File: src/rtl/pwm_audio_dac_pkg.sv
// pwm_audio_dac_pkg: shared synth constants and sample-format helpers
package pwm_audio_dac_pkg;
    localparam int SAMPLE_WIDTH = 8;

    function automatic logic [31:0] mid_scale(input int w);
        return 32'd1 << (w - 1);
    endfunction

    // Two's-complement to offset-binary is just an MSB flip
    function automatic logic [31:0] to_offset_binary(input logic [31:0] s, input int w);
        return s ^ mid_scale(w);
    endfunction

    localparam logic [SAMPLE_WIDTH-1:0] MID_SCALE = SAMPLE_WIDTH'(mid_scale(SAMPLE_WIDTH));
endpackage

File: src/rtl/pwm_audio_dac_if.sv
// pwm_audio_dac_if: valid/ready sample stream into the DAC
interface pwm_audio_dac_if import pwm_audio_dac_pkg::*; #(parameter int WIDTH = SAMPLE_WIDTH);
    logic [WIDTH-1:0] sample_in;
    logic sample_valid;
    logic sample_ready;
    modport master(output sample_in, sample_valid, input sample_ready);
    modport slave(input sample_in, sample_valid, output sample_ready);
endinterface

File: src/rtl/pwm_audio_dac_tick_counter.sv
// pwm_tick_counter: clock prescaler plus WIDTH-bit PWM period counter
module pwm_tick_counter #(
    parameter int WIDTH = 8,
    parameter int DIV = 1
) (
    input  logic clk,
    input  logic rst,
    output logic [WIDTH-1:0] cnt,
    output logic tick,
    output logic boundary
);
    localparam int PW = DIV > 1 ? $clog2(DIV) : 1;
    logic [PW-1:0] prescale;
    assign tick = prescale == PW'(DIV - 1);
    assign boundary = tick && cnt == '1;
    always_ff @(posedge clk) begin
        if (rst) begin
            prescale <= '0;
            cnt <= '0;
        end else begin
            prescale <= tick ? '0 : prescale + 1'b1;
            if (tick) cnt <= cnt + 1'b1;
        end
    end
endmodule

File: src/rtl/pwm_audio_dac.sv
// pwm_audio_dac: signed sample stream to single-bit PWM, one sample per period
module pwm_audio_dac import pwm_audio_dac_pkg::*; #(
    parameter int WIDTH = SAMPLE_WIDTH,
    parameter int DIV = 1
) (
    input  logic clk,
    input  logic rst,
    pwm_audio_dac_if.slave s,
    output logic sample_req,
    output logic underrun,
    input  logic underrun_clr,
    output logic pwm_out
);
    logic [WIDTH-1:0] cnt, duty, pending, u;
    logic pending_valid, boundary, accept;
    pwm_tick_counter #(.WIDTH(WIDTH), .DIV(DIV)) counter (
        .clk(clk),
        .rst(rst),
        .cnt(cnt),
        .tick(),
        .boundary(boundary)
    );
    assign u = WIDTH'(to_offset_binary(32'(s.sample_in), WIDTH));
    assign s.sample_ready = !pending_valid;
    assign accept = s.sample_valid && !pending_valid;
    // accept and a loading boundary are exclusive, since accept needs pending empty
    always_ff @(posedge clk) begin
        if (rst) begin
            duty <= WIDTH'(mid_scale(WIDTH));
            pending <= '0;
            pending_valid <= 1'b0;
            pwm_out <= 1'b0;
            sample_req <= 1'b0;
            underrun <= 1'b0;
        end else begin
            pwm_out <= cnt < duty;
            sample_req <= boundary;
            if (boundary && pending_valid) duty <= pending;
            if (accept) pending <= u;
            pending_valid <= accept || (pending_valid && !boundary);
            underrun <= (boundary && !pending_valid) || (underrun && !underrun_clr);
        end
    end
endmodule

File: src/flat_wrapper.sv
// flat-port wrapper written by rule: the top's interface ports become plain ports
module pwm_audio_dac_flat import pwm_audio_dac_pkg::*;
#(
    parameter int WIDTH = SAMPLE_WIDTH,
    parameter int DIV = 1
)
  (clk, rst, sample_req, underrun, underrun_clr, pwm_out, s_sample_in, s_sample_valid, s_sample_ready);
  pwm_audio_dac_if #(.WIDTH(WIDTH)) s_i ();
  input  logic clk;
  input  logic rst;
  output logic sample_req;
  output logic underrun;
  input  logic underrun_clr;
  output logic pwm_out;
  input wire logic [$bits(s_i.sample_in)-1:0] s_sample_in;
  input wire logic [$bits(s_i.sample_valid)-1:0] s_sample_valid;
  output wire logic [$bits(s_i.sample_ready)-1:0] s_sample_ready;
  assign s_i.sample_in = s_sample_in;
  assign s_i.sample_valid = s_sample_valid;
  assign s_sample_ready = s_i.sample_ready;
  pwm_audio_dac #(.WIDTH(WIDTH), .DIV(DIV)) u_core (.clk(clk), .rst(rst), .s(s_i), .sample_req(sample_req), .underrun(underrun), .underrun_clr(underrun_clr), .pwm_out(pwm_out));
endmodule
File: config.mk
export PLATFORM = sky130hd
export DESIGN_NAME = pwm_audio_dac_flat
export DESIGN_NICKNAME = d
export VERILOG_FILES = /design/src/rtl/pwm_audio_dac_pkg.sv /design/src/rtl/pwm_audio_dac_if.sv /design/src/rtl/pwm_audio_dac_tick_counter.sv /design/src/rtl/pwm_audio_dac.sv /design/src/flat_wrapper.sv
export SDC_FILE = /design/constraint.sdc
export NUM_CORES = 1
export LEC_CHECK = 0
export ABC_AREA = 1
export BUFFER_PORTS_ARGS = -buffer_cell sky130_fd_sc_hd__buf_4
export CAP_MARGIN = 10
export CELL_PAD_IN_SITES_DETAIL_PLACEMENT = 0
export CELL_PAD_IN_SITES_GLOBAL_PLACEMENT = 1
export CORE_ASPECT_RATIO = 1.75
export CORE_MARGIN = 3
export CORE_UTILIZATION = 41
export DETAILED_ROUTE_END_ITERATION = 10
export PLACE_DENSITY_LB_ADDON = 0.1
export SLEW_MARGIN = 20
export SYNTH_ARGS = -nofsm -noshare
export SYNTH_HDL_FRONTEND = slang
export SYNTH_SLANG_ARGS = --single-unit
File: constraint.sdc
create_clock -name clk -period 1.7 [get_ports clk]
set_clock_uncertainty 0.05 [all_clocks]
set_input_delay 0.085 -clock clk [delete_from_list [all_inputs] [get_ports clk]]
set_output_delay 0.085 -clock clk [all_outputs]
set_load 0.005 [all_outputs]
# Word level (Yosys, flattened, before mapping)

Index checks and enable logic that the tools add are counted.

Bits in registers: 29
Logic and storage cells: 26

$lt $le $gt $ge: 1
Equal/unequal tests: 1
Add/sub/neg operators: 2
Bitwise gates (word level): 2
Reductions and logical operators: 12

Operator list:

| cell                                        | count |
|---|---|
| adder 8 x 1 -> 8 bit, second input constant | 1 |
| equality test 8 bit, second input constant  | 1 |
| < comparator 8 bit                          | 1 |
| logical AND 1 bit                           | 6 |
| zero test 1 bit                             | 3 |
| logical OR 1 bit                            | 2 |
| NOT 1 bit                                   | 2 |
| OR reduction 2 bit                          | 1 |
| adder 1 bit, second input constant          | 1 |

# Logic depth before layout (Yosys ltp)

Depth in word-level cells: 5
Gate-level depth with buffers: 7
Depth with buffers taken out: 7

# Hierarchy

Synthesis repeated with hierarchy kept, for this count alone.

Cells, all modules: 169
Area, all modules: 1322.5 um2

Modules (own cells, without submodules):

| module           | cells an instance | sequential area each (um2) | area an instance (um2) | instances |
|---|---|---|---|---|
| pwm_audio_dac    | 108               | 400.4                      | 879.6                  | 1 |
| pwm_tick_counter | 61                | 180.2                      | 442.9                  | 1 |

# Least setup slack after synthesis

Ideal clock, no wire load.

Path kind: reg2reg
Start: register u_core.counter.cnt[1]
End: register u_core.duty[0]
Cell stages (with the launch flop): 7
Path buffers: 0
Required time: 1.535 ns
Library setup time: 0.115 ns
Slack: 0.498 ns
Period minus slack after synthesis: 1.202 ns
Arrival: 1.037 ns
Cells stage by stage: dfxtp_1 ha_1 nand3_1 nor2_4 nand4_1 nand2_1 nor2_1

Cells in the longest elaborated chain, start to end: 3

Ends and longest elaborated chain:

| what                   | RTL line                         | text |
|---|---|---|
| from (decl)            | pwm_audio_dac_tick_counter.sv:8  | `output logic [WIDTH-1:0] cnt,` |
| from (signal assigned) | pwm_audio_dac_tick_counter.sv:22 | `if (tick) cnt <= cnt + 1'b1;` |
| equality test 8 bit    | pwm_audio_dac_tick_counter.sv:15 | `assign boundary = tick && cnt == '1;` |
| logical AND 1 bit      | pwm_audio_dac_tick_counter.sv:15 |  |
| logical AND 1 bit      | pwm_audio_dac.sv:38              | `if (boundary && pending_valid) duty <= pending;` |
| to (signal assigned)   | pwm_audio_dac.sv:29              | `duty <= WIDTH'(mid_scale(WIDTH));` |
| to (signal assigned)   | pwm_audio_dac.sv:38              |  |
| to (decl)              | pwm_audio_dac.sv:14              | `logic [WIDTH-1:0] cnt, duty, pending, u;` |

No other way between the ends.
A chain may end at the register's enable or synchronous reset.

# Final worst setup path

Same ends and word-level chain as after synthesis.

==> metrics <==
Worst Path Max Fanout=6; initial antenna violation count=0; worst-path cell chain=ha_1 > nand4_2 > nor2_2 > buf_4 > a21oi_1 > nor2_1; drt first pass iters=4; Worst setup endpoint=u_core.duty[0]$_SDFFE_PP0P_; vias in the first global route=1146; highest-delay cell along the critical path=dfxtp_1; number of CTS-inserted buffers=5; Max clock buf depth=2; placed instance count=236; Synth Area in Simple Gates=23.7%; cells after synthesis=181; Syn-to-layout area delta=20.1%; sequential share of the synthesized area=42.9%; DP HPWL=2.01 mm; largest family of logic cells by synthesized area=simple AND/OR/NAND/NOR gates; Synthesis Warnings=0; fmax=676 MHz; row count=27; Leak Pwr=0.722 nW; Critical Path Start=u_core.counter.cnt[1]$_SDFFE_PP0N_; Root Driver=clkbuf_8; Die Y=82.0 um; GRT Total Usage=15.7%; mapped cell area=1350 um2; Buf+Inv Stages, Crit Path=1; endpoint type of the worst setup path=flip-flop; post-synthesis adder-cell area fraction=7.39%; Hold Path Class=in2reg; ratio of cells with drive above 1 in the final layout=16.7%; GR Overflow Total=0; R2R cell count=6; CP peak stage delay=370 ps; R2R Path End=u_core.duty[0]$_SDFFE_PP0P_; syn_nets=201; synth unique cells=20; RSZ-0062 raised after global routing=false; final setup vio count=0; syn_area_per_cell=7.48 um2; Die Width=49.4 um; H-tree depth=2; CP Depth=6; post-CTS setup buffer count=0; Detailed Route WL=2.68 mm; die area=4050 um2; Routed wire per std cell=10.8 um; Hold Vio Cnt, Final=0; fin. max-slew vios=0; first-pass GRT wire length=4.79 mm; fin cells=247; worst min-delay path startpoint=s_sample_in[4]; initial core utilization=43.1%; CTS tree=done; Pwr per Cell Area=891 nW/um2; commonest non-fill, non-tap cells in the layout=nand2_1 (29), dfxtp_1 (29), inv_1 (27); DRC=0; maximum VDD drop=636 uV; # clock sinks=29; Post-Route Utilization=51.8%; routability cong.=0.810; RR Startpoint=u_core.counter.cnt[1]$_SDFFE_PP0N_; number of port buffers=15; NumNets Final=223; Synth Area in XOR/XNOR=0%; Clock Latency Late Sink=280 ps; startpoint types=flip-flop; Worst EP arrival=1640 ps; core area=3140 um2; WP data required=1860 ps; setup TNS=0 ps; Pwr Total=0.00145 W; number of diodes=0; Post-DRT Antenna Nets=0; via count=1153; Crit Path Class=reg2reg; Final period util=87.0%; Yosys reg bits=29; delay-heaviest family, CP=simple AND/OR/NAND/NOR gates; status=finished clean; post-synthesis mux area share=0%; R2R Setup Slk=220 ps; Worst-path clk slew=60 ps; largest net degree at the start of global routing=28; vias per cell=4.67; Ports=16; drt first-iter violations=19; Period minus WS final=1480 ps; Synth Area in Compound Gates=14.2%; max_cap viols=0
sequential cells by signal (all words and copies together) (netlist names):
| name | flops |
|---|---|
| u_core.counter.cnt | 8 |
| u_core.pwm_out | 1 |
| u_core.counter.prescale | 1 |
| u_core.duty | 8 |
| u_core.sample_req | 1 |
| u_core.underrun | 1 |
| u_core.pending_valid | 1 |
| u_core.pending | 8 |
logic make-up after synthesis:
logic type,count (synthesis)
adder cells (fa/ha/maj),8
other,1
AO/OA/AOI/OAI,38
buffers and inverters,35
AND/OR/NAND/NOR,70
flip-flops,29
worst reg2reg max path, cell delays in order (launching register included):
cell,delay [ps]
dfxtp_1,370
ha_1,240
nand4_2,170
nor2_2,240
buf_4,190
a21oi_1,60
nor2_1,100
worst min-delay path by stage:
stage / cells past startpoint / to
6_report: 3 / u_core.pending[4]$_SDFFE_PP0P_
5_1_grt: 3 / u_core.pending[3]$_SDFFE_PP0P_
4_1_cts: 3 / u_core.pending[4]$_SDFFE_PP0P_
3_5_place_dp: 2 / u_core.pending[7]$_SDFFE_PP0P_
3_3_place_gp: 2 / u_core.pending[7]$_SDFFE_PP0P_
2_1_floorplan: 1 / u_core.sample_req$_SDFF_PP0_
metal layers:
metal  share of wire [%]  GRT usage (%)
met4                 4.3           10.8
met2                  49           27.8
met5                   0              0
met3                 4.0           4.17
met1                  42           16.1
synth_stat cells:
cell	count	area share, %
inv_2	2	0.55
ha_1	8	7.4
o21ai_0	15	5.5
dfxtp_1	29	43
a21oi_1	22	8.1
nand3_1	5	1.8
nor3_1	2	0.74
nor2_4	1	0.83
o21bai_1	1	0.55
buf_2	2	0.74
buf_6	2	1.7
nand2_1	29	8.0
conb_1	1	0.28
nand2_2	3	1.4
nand4_2	1	0.92
nor2_1	19	5.3
nand4_1	9	4.2
inv_1	27	7.5
nor2_2	1	0.46
buf_4	2	1.1
report_power, final:
| group | internal (W) | switching [W] | total [W] |
|---|---|---|---|
| Clock | 0.000365 | 0.000258 | 0.000623 |
| Combinational | 0.0000507 | 0.0000614 | 0.000112 |
| Sequential | 0.000703 | 0.0000110 | 0.000714 |
area by class of cell:
| class | count | area, um2 |
|---|---|---|
| clock buffer | 7 | 96.3 |
| clock inverter | 1 | 5.00 |
| fill | 337 | 1520 |
| inverter | 29 | 109 |
| multi-input combinational | 117 | 617 |
| sequential | 29 | 581 |
| tap | 43 | 53.8 |
| timing repair buffer | 21 | 165 |
repair_timing:
| action | in CTS | in global routing |
|---|---|---|
| setup endpoints to repair | 0 | 0 |
| hold buffers | 3 | 0 |
| hold endpoints to repair | 3 | 0 |
| gates resized for setup | 0 | 0 |
stage by stage:
stage	hold slack [ps]	setup WS, ps	cell area, um2
final	39.3	221	1630
after floorplan	114	498	1350
after detailed placement	212	251	1500
after global routing	72.1	58.3	1630
after global placement	209	302	1500
after CTS	29.4	228	1630
(Power assumes the default switching activity.)
